<file path="config.mk">
export PLATFORM = sky130hd
export DESIGN_NAME = spsram_arbiter
export DESIGN_NICKNAME = d
export VERILOG_FILES = /design/src/rtl/spsram_arbiter.sv
export SDC_FILE = /design/constraint.sdc
export NUM_CORES = 1
export LEC_CHECK = 0
export CORE_AREA = 3 3 81 83
export DETAILED_ROUTE_END_ITERATION = 8
export DIE_AREA = 0 0 84 86
export GPL_TIMING_DRIVEN = 1
export PLACE_DENSITY = 0.85
export SYNTH_ARGS = -nofsm -noshare
export SYNTH_HDL_FRONTEND = slang
export SYNTH_SLANG_ARGS = --single-unit
</file>
<file path="constraint.sdc">
create_clock -name clk -period 2.9 [get_ports clk]
set_input_delay 0.435 -clock clk [delete_from_list [all_inputs] [get_ports clk]]
set_output_delay 0.435 -clock clk [all_outputs]
set_load 0.01 [all_outputs]
</file>
<file path="src/rtl/spsram_arbiter.sv">
// Round-robin arbiter sharing one single-port SRAM between requesters A and B.
// Requests are granted combinationally; read data returns one cycle after acceptance.
module spsram_arbiter #(
  parameter int DEPTH     = 8,
  parameter int WIDTH     = 32,
  parameter int DEPTH_LOG = $clog2(DEPTH)
) (
  input  logic                 clk,
  input  logic                 rst,
  input  logic                 a_valid,
  output logic                 a_ready,
  input  logic                 a_we,
  input  logic [DEPTH_LOG-1:0] a_ad,
  input  logic [WIDTH-1:0]     a_din,
  output logic                 a_rvalid,
  output logic [WIDTH-1:0]     a_rdata,
  input  logic                 b_valid,
  output logic                 b_ready,
  input  logic                 b_we,
  input  logic [DEPTH_LOG-1:0] b_ad,
  input  logic [WIDTH-1:0]     b_din,
  output logic                 b_rvalid,
  output logic [WIDTH-1:0]     b_rdata,
  output logic                 sram_cs,
  output logic                 sram_we,
  output logic [DEPTH_LOG-1:0] sram_ad,
  output logic [WIDTH-1:0]     sram_din,
  input  logic [WIDTH-1:0]     sram_dout
);

  logic last;
  logic rd_pend;
  logic rd_id;
  logic gnt_a;
  logic gnt_b;

  // Request side: grant and SRAM drive, same cycle as the handshake
  always_comb begin
    gnt_a = 1'b0;
    gnt_b = 1'b0;
    if (!rst) begin
      // On contention, last == B (1) hands the slot to A, otherwise to B.
      if (a_valid && (!b_valid || last)) begin
        gnt_a = 1'b1;
      end else if (b_valid) begin
        gnt_b = 1'b1;
      end
    end
  end

  assign a_ready = gnt_a;
  assign b_ready = gnt_b;
  assign sram_cs = gnt_a | gnt_b;

  always_comb begin
    sram_we  = 1'b0;
    sram_ad  = '0;
    sram_din = '0;
    if (gnt_a) begin
      sram_we  = a_we;
      sram_ad  = a_ad;
      sram_din = a_din;
    end else if (gnt_b) begin
      sram_we  = b_we;
      sram_ad  = b_ad;
      sram_din = b_din;
    end
  end

  always_ff @(posedge clk) begin
    if (rst) begin
      last    <= 1'b1;
      rd_pend <= 1'b0;
      rd_id   <= 1'b0;
    end else if (sram_cs) begin
      last    <= gnt_b;
      rd_pend <= ~sram_we;
      rd_id   <= gnt_b;
    end else begin
      rd_pend <= 1'b0;
    end
  end

  // Response side: SRAM registered data, steered by the issuing port
  assign a_rvalid = rd_pend & ~rd_id & ~rst;
  assign b_rvalid = rd_pend &  rd_id & ~rst;
  assign a_rdata  = sram_dout;
  assign b_rdata  = sram_dout;

endmodule

</file>
==> flow_summary_export.csv, run 1 <==
group,metric,value,unit
status,status,"completed",
finish,diodes,0,
flow_run,cap_violations,0,
timing,drv_slew,0,
min_path,hold_start,"rd_id",
power,p_sw_share,30.1,%
critical_path,cp.required,2.47,ns
logic_synthesis,yosys-top-cells-count,"buf_4, nor2_1, a32oi_1",
logic_synthesis,synth_top_area_share,38.1,%
placement,io_buffers,116,
logic_synthesis,synth_cell_types,19,
critical_path,cp_top_family,"buffers and inverters",
critical_path,startpoint_type,"input pin",
timing,tightest_slew,0.435,ns
timing,rsz0062_at_grt,"false",
critical_path,slowest_delay,0.57,ns
clocking,ctsRootBufferMaster,"clkbuf_8",
placement,dp_slack,0.240,ns
clocking,cts_buffers,3,
grt,globalRouteOverflowTotal,0,
die,core,5920,um^2
timing,fmax,377,MHz
timing,hold_viol,0,
die,ios,213,
power,ir_worst_vdd,458,uV
critical_path,critPathKind,"input pin to output pin",
clocking,post_cts_buffers,0,
clocking,cts.sinks,3,
grt,grt_use_total,11.4,%
logic_synthesis,synth_edf_count,0,
logic_synthesis,ys_seq_area_share,4.77,%
timing,finalSetupTns,0,ns
clocking,htreeDepth,1,
clocking,clk_latency,0.21,ns
placement,gp_congestion,0.712,
route,ant_nets,0,
logic_synthesis,synthTopCellsByArea,"buf_4, a32oi_1, nor2_1",
die,start_util,21.3,%
power,power_frac_clock,25.9,%
power,p_sw,0.139,mW
critical_path,r2r-start,"last",
clocking,hold_buffers,0,
clocking,cts_buffer_depth,2,
clocking,postCtsResizedCells,0,
power,power_density,233,nW/um^2
power,intPower,0.323,mW
logic_synthesis,syn_nets,282,
route,drc,0,
critical_path,cp-startpoint,"b_valid",
timing,skew,0.00175,ns
critical_path,crit_path_top_delay_cell,"clkdlybuf4s50_1",
critical_path,crit_buf_inv,3,
finish,drive_above_1_share,4.15,%
logic_synthesis,netlist_area,1260,um^2
die,rows,28,
grt,grt_pass1_wl,7.07,mm
logic_synthesis,async_reset_ff_share,0,%
clocking,cts_tree,"yes",
power,power_frac_comb,63.9,%
logic_synthesis,synth-seq-cells,3,
timing,post-route-min-period,2.65,ns
placement,hpwl,3.38,mm
critical_path,cp_common_cell,"clkdlybuf4s50_1",
finish,fin_nets,326,
grt,first_global_vias,1444,
logic_synthesis,synth_top_area_cell,"buf_4",
die,die-area,7220,um^2
die,die_x,84,um
timing,setup_viol,0,
timing,finalCritPeriodShare,91.5,%
route,num_vias,1377,
logic_synthesis,ys.flop_type,"dfxtp_1",
critical_path,cp_cell_sequence,"clkdlybuf4s50_1 -> a21boi_4 -> buf_12 -> a32oi_1 -> nor2_1 -> clkdlybuf4s50_1",
logic_synthesis,syn_inst,174,
grt,antenna_found_initial,0,
critical_path,end_kind,"output pin",
route,viasPerCell,4.72,
power,p_leak,0.692,nW
timing,relSlewSlack,71.0,%
route,drtPass1Iterations,4,
route,avgRoutedWirePerCell,15.5,um
logic_synthesis,avgSynthCellArea,7.24,um^2
route,totalWireLength,4.51,mm
die,die_y,86,um
critical_path,cp.arrival,2.22,ns
min_path,hold_path_class,"flop to flop",
logic_synthesis,synthMostInstantiatedCell,"buf_4",
timing,layout_setup_ws,0.245,ns
logic_synthesis,ys_warn_count,0,
power,seqPwrFrac,10.3,%
critical_path,crit_fanout,37,
route,drt_iter0_markers,58,
finish,fillCellCount,647,
clocking,path_clk_slew,0.03,ns
finish,areaGrowthSynthToFinish,57.2,%
grt,grt_start_max_net_pins,46,
## power by group through the flow
stage	combinational (mW)	clock, mW	sequential [mW]
floorplan	0.209	0	0.0473
global placement	0.290	0	0.0478
detailed placement	0.296	0	0.0481
CTS	0.297	0.121	0.0475
global route	0.317	0.129	0.0476
finish	0.295	0.120	0.0474
## placed cells by master, fill, tap and decap left out
| cell type | Yosys | final |
|---|---|---|
| buf_4 | 64 | 2 |
| a21boi_4 | 1 | 1 |
| clkbuf_8 | 1 | 3 |
| nor2_1 | 41 | 41 |
| nor3b_1 | 2 | 2 |
| clkbuf_1 | 5 | 1 |
| a21oi_1 | 1 | 1 |
| a32oi_1 | 36 | 36 |
| nand3b_1 | 1 | 1 |
| o31ai_1 | 1 | 1 |
| nand2b_4 | 1 | 1 |
| and3b_1 | 1 | 1 |
| inv_1 | 1 | 1 |
| clkdlybuf4s50_1 | 0 | 116 |
| nand2_1 | 3 | 3 |
| dfxtp_1 | 3 | 3 |
| buf_12 | 0 | 2 |
| nand3_1 | 1 | 1 |
## worst min-delay path, delay by kind of cell (launching register included)
| family | cells | cell delay [ns] |
|---|---|---|
| AO/OA/AOI/OAI | 1 | 0.07 |
| AND/OR/NAND/NOR | 1 | 0.08 |
| flip-flops | 1 | 0.34 |
## cell type report
cell class / instances / area [um^2] / area share (%)
clock buffer: 4 / 45.0 / 2.27
inverter: 1 / 3.75 / 0.190
tap: 75 / 93.8 / 4.74
multi-input combinational: 89 / 562 / 28.4
sequential: 3 / 60.1 / 3.03
timing repair buffer: 120 / 1220 / 61.4
## kinds of logic (layout without fill, tap and decap cells)
| logic type | Yosys count | in the layout | synth area share [%] |
|---|---|---|---|
| AOI/OAI and AO/OA | 39 | 39 | 27.5 |
| DFF | 3 | 3 | 4.77 |
| buffers and inverters | 82 | 125 | 50.6 |
| and+or+nand+nor | 50 | 50 | 17.1 |
## per-stage QoR
| stage | hold slack, ns | cell area [um^2] | util, % | cells | power, mW |
|---|---|---|---|---|---|
| final | 0.525 | 1980 | 33.5 | 292 | 0.462 |
| after global routing | 0.565 | 1980 | 33.5 | 292 | 0.494 |
| after CTS | 0.526 | 1980 | 33.5 | 292 | 0.466 |
| after detailed placement | 0.520 | 1940 | 32.7 | 288 | 0.344 |
| after global placement | 0.495 | 1940 | 32.7 | 288 | 0.337 |
| after floorplan | 0.470 | 1260 | - | 174 | 0.256 |
## registers in the layout, indices dropped and copies added, names as in the netlist
register	cells
last	1
rd_id	1
rd_pend	1
## metal layers
metal	GRT usage [%]	share of wire, %
met1	11.7	36
met2	21.0	51
met3	4.32	10
met4	4.24	3.1
met5	0	0
## worst paths after layout
check        depth (start not counted)  slack (ns)      endpoint
max reg2reg                          3        1.69       rd_pend
max                                  6        0.25  sram_din[27]
min                                  2        0.52         rd_id
min reg2reg                          2        0.52         rd_id
No activity file was read; power rests on OpenSTA's default activity.
==> run 2, diff against run 1 <==
- clock period: 2.9 -> 3.2 ns (I/O delays scaled with it)
==> flow_summary_export.csv, run 2 (synthesis gave the netlist of run 1 again) <==
group,metric,value,unit
finish,final_common_cell,"clkdlybuf4s50_1",
grt,met1_usage,11.9,%
clocking,cts_buffers,3,
min_path,hold_path_class,"flop to flop",
clocking,htreeDepth,1,
grt,top_usage_layer,"met2",
clocking,cts_tree,"yes",
clocking,path_clk_slew,0.03,ns
power,p_leak,0.688,nW
finish,diodes,0,
power,ir_worst_vdd,404,uV
flow_run,cap_violations,0,
timing,drv_slew,0,
power,power,0.416,mW
route,viasPerCell,4.68,
timing,relSlewSlack,70.0,%
grt,first_global_vias,1490,
die,ios,213,
finish,fin_nets,326,
timing,skew,0.00213,ns
route,drt_iter0_markers,32,
placement,gp_congestion,0.709,
critical_path,cp.arrival,2.26,ns
clocking,postCtsResizedCells,0,
finish,fillCellCount,644,
critical_path,cp.required,2.72,ns
timing,finalSetupTns,0,ns
clocking,clk_latency,0.21,ns
timing,finalCritPeriodShare,85.7,%
grt,grt_use_met2,21.6,%
timing,rsz0062_at_grt,"false",
finish,top_regs,"last: 1 flops, rd_id: 1 flops, rd_pend: 1 flops",
timing,setup_viol,0,
timing,fmax,365,MHz
critical_path,cp_cell_sequence,"clkdlybuf4s50_1 -> a21boi_4 -> buf_12 -> a32oi_1 -> nor2_1 -> clkdlybuf4s50_1",
clocking,ctsRootBufferMaster,"clkbuf_8",
grt,grt_pass1_wl,7.10,mm
critical_path,crit_path_top_delay_cell,"clkdlybuf4s50_1",
placement,io_buffers,116,
die,start_util,21.3,%
route,drc,0,
timing,hold_viol,0,
grt,grt_start_max_net_pins,46,
finish,areaGrowthSynthToFinish,56.2,%
timing,fin_hold_ws,0.530,ns
clocking,hold_buffers,0,
clocking,cts.sinks,3,
critical_path,startpoint_type,"input pin",
die,die_x,84,um
critical_path,end_kind,"output pin",
grt,use_met3,3.65,%
status,status,"completed",
critical_path,slowest_delay,0.57,ns
route,ant_nets,0,
route,totalWireLength,4.47,mm
clocking,post_cts_buffers,0,
critical_path,crit_buf_inv,3,
finish,final_cell_mix,"clkdlybuf4s50_1, nor2_1, a32oi_1",
finish,drive_above_1_share,4.15,%
critical_path,crit_fanout,37,
power,power_density,211,nW/um^2
route,num_vias,1368,
placement,hpwl,3.38,mm
timing,post-route-min-period,2.74,ns
critical_path,cp_common_cell,"clkdlybuf4s50_1",
die,core,5920,um^2
die,die_y,86,um
grt,globalRouteOverflowTotal,0,
grt,grt_use_total,11.5,%
route,avgRoutedWirePerCell,15.3,um
critical_path,cp_top_family,"buffers and inverters",
timing,tightest_slew,0.450,ns
clocking,cts_buffer_depth,2,
route,drtPass1Iterations,3,
die,rows,28,
grt,antenna_found_initial,0,
critical_path,critPathKind,"input pin to output pin",
die,die-area,7220,um^2
## run 2: report_power, final
group	internal (mW)	leakage, nW	switching [mW]
clock	0.0848	0.0228	0.0232
combinational	0.165	0.640	0.0993
sequential	0.0405	0.0249	0.00257
## run 2: worst paths after layout
kind,endpoint,start,cells past startpoint,slack [ns]
max reg2reg,rd_pend,last,3,2.00
max,sram_din[18],b_valid,6,0.46
min reg2reg,rd_id,rd_id,2,0.53
min,rd_id,rd_id,2,0.53
## run 2: layout make-up
cell class	instances	area, um^2	share of cell area (%)
tap	75	93.8	4.77
sequential	3	60.1	3.05
timing repair buffer	120	1200	61.2
inverter	1	3.75	0.191
multi-input combinational	89	562	28.5
clock buffer	4	45.0	2.29
## run 2: worst min-delay path, stage by stage (launching register included)
cell     delay (ns)
dfxtp_1        0.34
a21oi_1        0.07
nor2_1         0.08
## run 2: per-stage QoR
stage                     instance area (um^2)  std cells  utilization, %  setup slack, ns
after global placement                    1920        288            32.5            0.508
after CTS                                 1970        292            33.2            0.446
after floorplan                           1260        174               -             1.42
after detailed placement                  1920        288            32.5            0.440
final                                     1970        292            33.2            0.459
after global routing                      1970        292            33.2            0.345
## run 2: routing by layer
metal,part of all wire [%],vias up
met4,2.9,0
met5,0,-
li1,-,645
met3,9.1,20
met1,37,626
met2,51,77
==> run 3, diff against run 2 <==
- ABC_AREA: unset -> 1
- PLACE_DENSITY: 0.85 -> 0.83
==> flow_summary_export.csv, run 3 <==
group,metric,value,unit
status,status,"completed",
clocking,ctsRootBufferMaster,"clkbuf_8",
critical_path,crit_fanout,36,
clocking,clk_latency,0.21,ns
power,ir_worst_vdd,92.0,uV
timing,finalSetupTns,0,ns
logic_synthesis,async_reset_ff_share,0,%
finish,diodes,0,
logic_synthesis,synthTopCellsByArea,"buf_4, nand2_1, dfxtp_1",
clocking,cts_buffer_depth,2,
clocking,hold_buffers,0,
die,core,5920,um^2
route,drtPass1Iterations,3,
finish,drive_above_1_share,3.97,%
grt,grt_pass1_wl,6.12,mm
die,rows,28,
clocking,postCtsResizedCells,0,
finish,top_regs,"last: 1 flops, rd_id: 1 flops, rd_pend: 1 flops",
timing,rsz0062_at_grt,"false",
logic_synthesis,ys_seq_area_share,5.45,%
die,ios,213,
route,ant_nets,0,
timing,relSlewSlack,76.6,%
finish,final_common_cell,"clkdlybuf4s50_1",
power,p_leak,0.863,nW
timing,fmax,362,MHz
die,die-area,7220,um^2
critical_path,cp.required,2.72,ns
logic_synthesis,synthMostInstantiatedCell,"nand2_1",
timing,setup_viol,0,
grt,globalRouteOverflowTotal,0,
critical_path,critPathKind,"input pin to output pin",
finish,areaGrowthSynthToFinish,71.1,%
logic_synthesis,yosys-top-cells-count,"nand2_1, buf_4",
grt,antenna_found_initial,0,
finish,fin_nets,361,
logic_synthesis,syn_inst,201,
min_path,hold_path_class,"flop to flop",
logic_synthesis,ys_warn_count,0,
timing,drv_slew,0,
die,die_x,84,um
timing,tightest_slew,0.351,ns
placement,io_buffers,116,
logic_synthesis,ys.flop_type,"dfxtp_1",
clocking,htreeDepth,1,
grt,first_global_vias,1286,
logic_synthesis,avgSynthCellArea,5.48,um^2
route,num_vias,1263,
critical_path,end_kind,"output pin",
clocking,cts_tree,"yes",
timing,finalCritPeriodShare,86.3,%
logic_synthesis,synth-seq-cells,3,
route,avgRoutedWirePerCell,12.0,um
grt,grt_start_max_net_pins,37,
route,viasPerCell,3.86,
power,power_density,201,nW/um^2
timing,hold_viol,0,
critical_path,cp.arrival,2.28,ns
die,start_util,18.6,%
clocking,cts_buffers,3,
timing,post-route-min-period,2.76,ns
logic_synthesis,synth_edf_count,0,
logic_synthesis,synth_top_area_share,45.7,%
placement,gp_congestion,0.716,
logic_synthesis,syn_nets,309,
clocking,path_clk_slew,0.03,ns
route,drt_iter0_markers,10,
clocking,post_cts_buffers,0,
critical_path,startpoint_type,"input pin",
logic_synthesis,synth_top_area_cell,"buf_4",
logic_synthesis,synth_cell_types,15,
placement,hpwl,3.49,mm
die,die_y,86,um
timing,skew,0.00164,ns
clocking,cts.sinks,3,
route,drc,0,
power,power,0.378,mW
grt,grt_use_total,10.3,%
flow_run,cap_violations,0,
finish,final_cell_mix,"clkdlybuf4s50_1, nand2_1",
route,totalWireLength,3.91,mm
logic_synthesis,netlist_area,1100,um^2
-- run 3: changes by cell type after synthesis, sizes merged, moves of 2 or more --
cell    before  now
a32oi       36    0
buf         75   70
clkbuf       6    0
inv          1    6
nand2        3  113
nor2        41    3
nor3b        2    0
-- run 3: metal layers --
metal  routed length, um  part of all wire, %  GRT usage [%]  up-vias
li1                    -                    -              -      639
met1                1100                   28           8.54      494
met2                2010                   51           19.5      117
met3                 732                   19           7.01       13
met4                  68                  1.7           3.36        0
met5                   0                    0              0        -
-- run 3: critical path: stages --
cell             delay, ns
clkdlybuf4s50_1       0.44
inv_2                 0.12
nand2_1               0.08
inv_1                 0.09
nand2_2               0.07
inv_4                 0.27
nand2_1               0.11
nand2_1               0.08
clkdlybuf4s50_1       0.53
-- run 3: through the flow --
stage                     hold slack, ns  cell area (um^2)  std cells  worst slack (ns)  util, %
final                              0.503              1880        327             0.439     31.8
after global routing               0.535              1880        327             0.283     31.8
after CTS                          0.508              1880        327             0.408     31.8
after detailed placement           0.500              1840        323             0.408     31.1
after global placement             0.497              1840        323             0.478     31.1
after floorplan                    0.473              1100        201              1.60        -
-- run 3: cells by family after synthesis --
logic type	share of synthesized area (%)
AND/OR/NAND/NOR	41.9
flip-flops	5.45
AO/OA/AOI/OAI	1.59
buffers and inverters	51.0
-- run 3: cell type report --
| class | instances | area, um^2 |
|---|---|---|
| Fill cell | 642 | 4040 |
| Clock buffer | 4 | 45.0 |
| Inverter | 6 | 25.0 |
| Multi-Input combinational cell | 122 | 479 |
| Sequential cell | 3 | 60.1 |
| Tap cell | 75 | 93.8 |
| Timing Repair Buffer | 117 | 1180 |
-- run 3: report_power, final --
group / internal (mW) / switching [mW] / total (mW)
sequential: 0.0407 / 0.00133 / 0.0421
clock: 0.0848 / 0.0229 / 0.108
combinational: 0.150 / 0.0779 / 0.228
-- run 3: path summary, 6_finish.rpt --
path | start | to | slack, ns | depth (start not counted)
worst max register to register | last | rd_pend | 2.35 | 6
worst min-delay path | last | last | 0.50 | 2
worst max-delay path | rst | sram_din[2] | 0.44 | 9
worst min register to register | last | last | 0.50 | 2
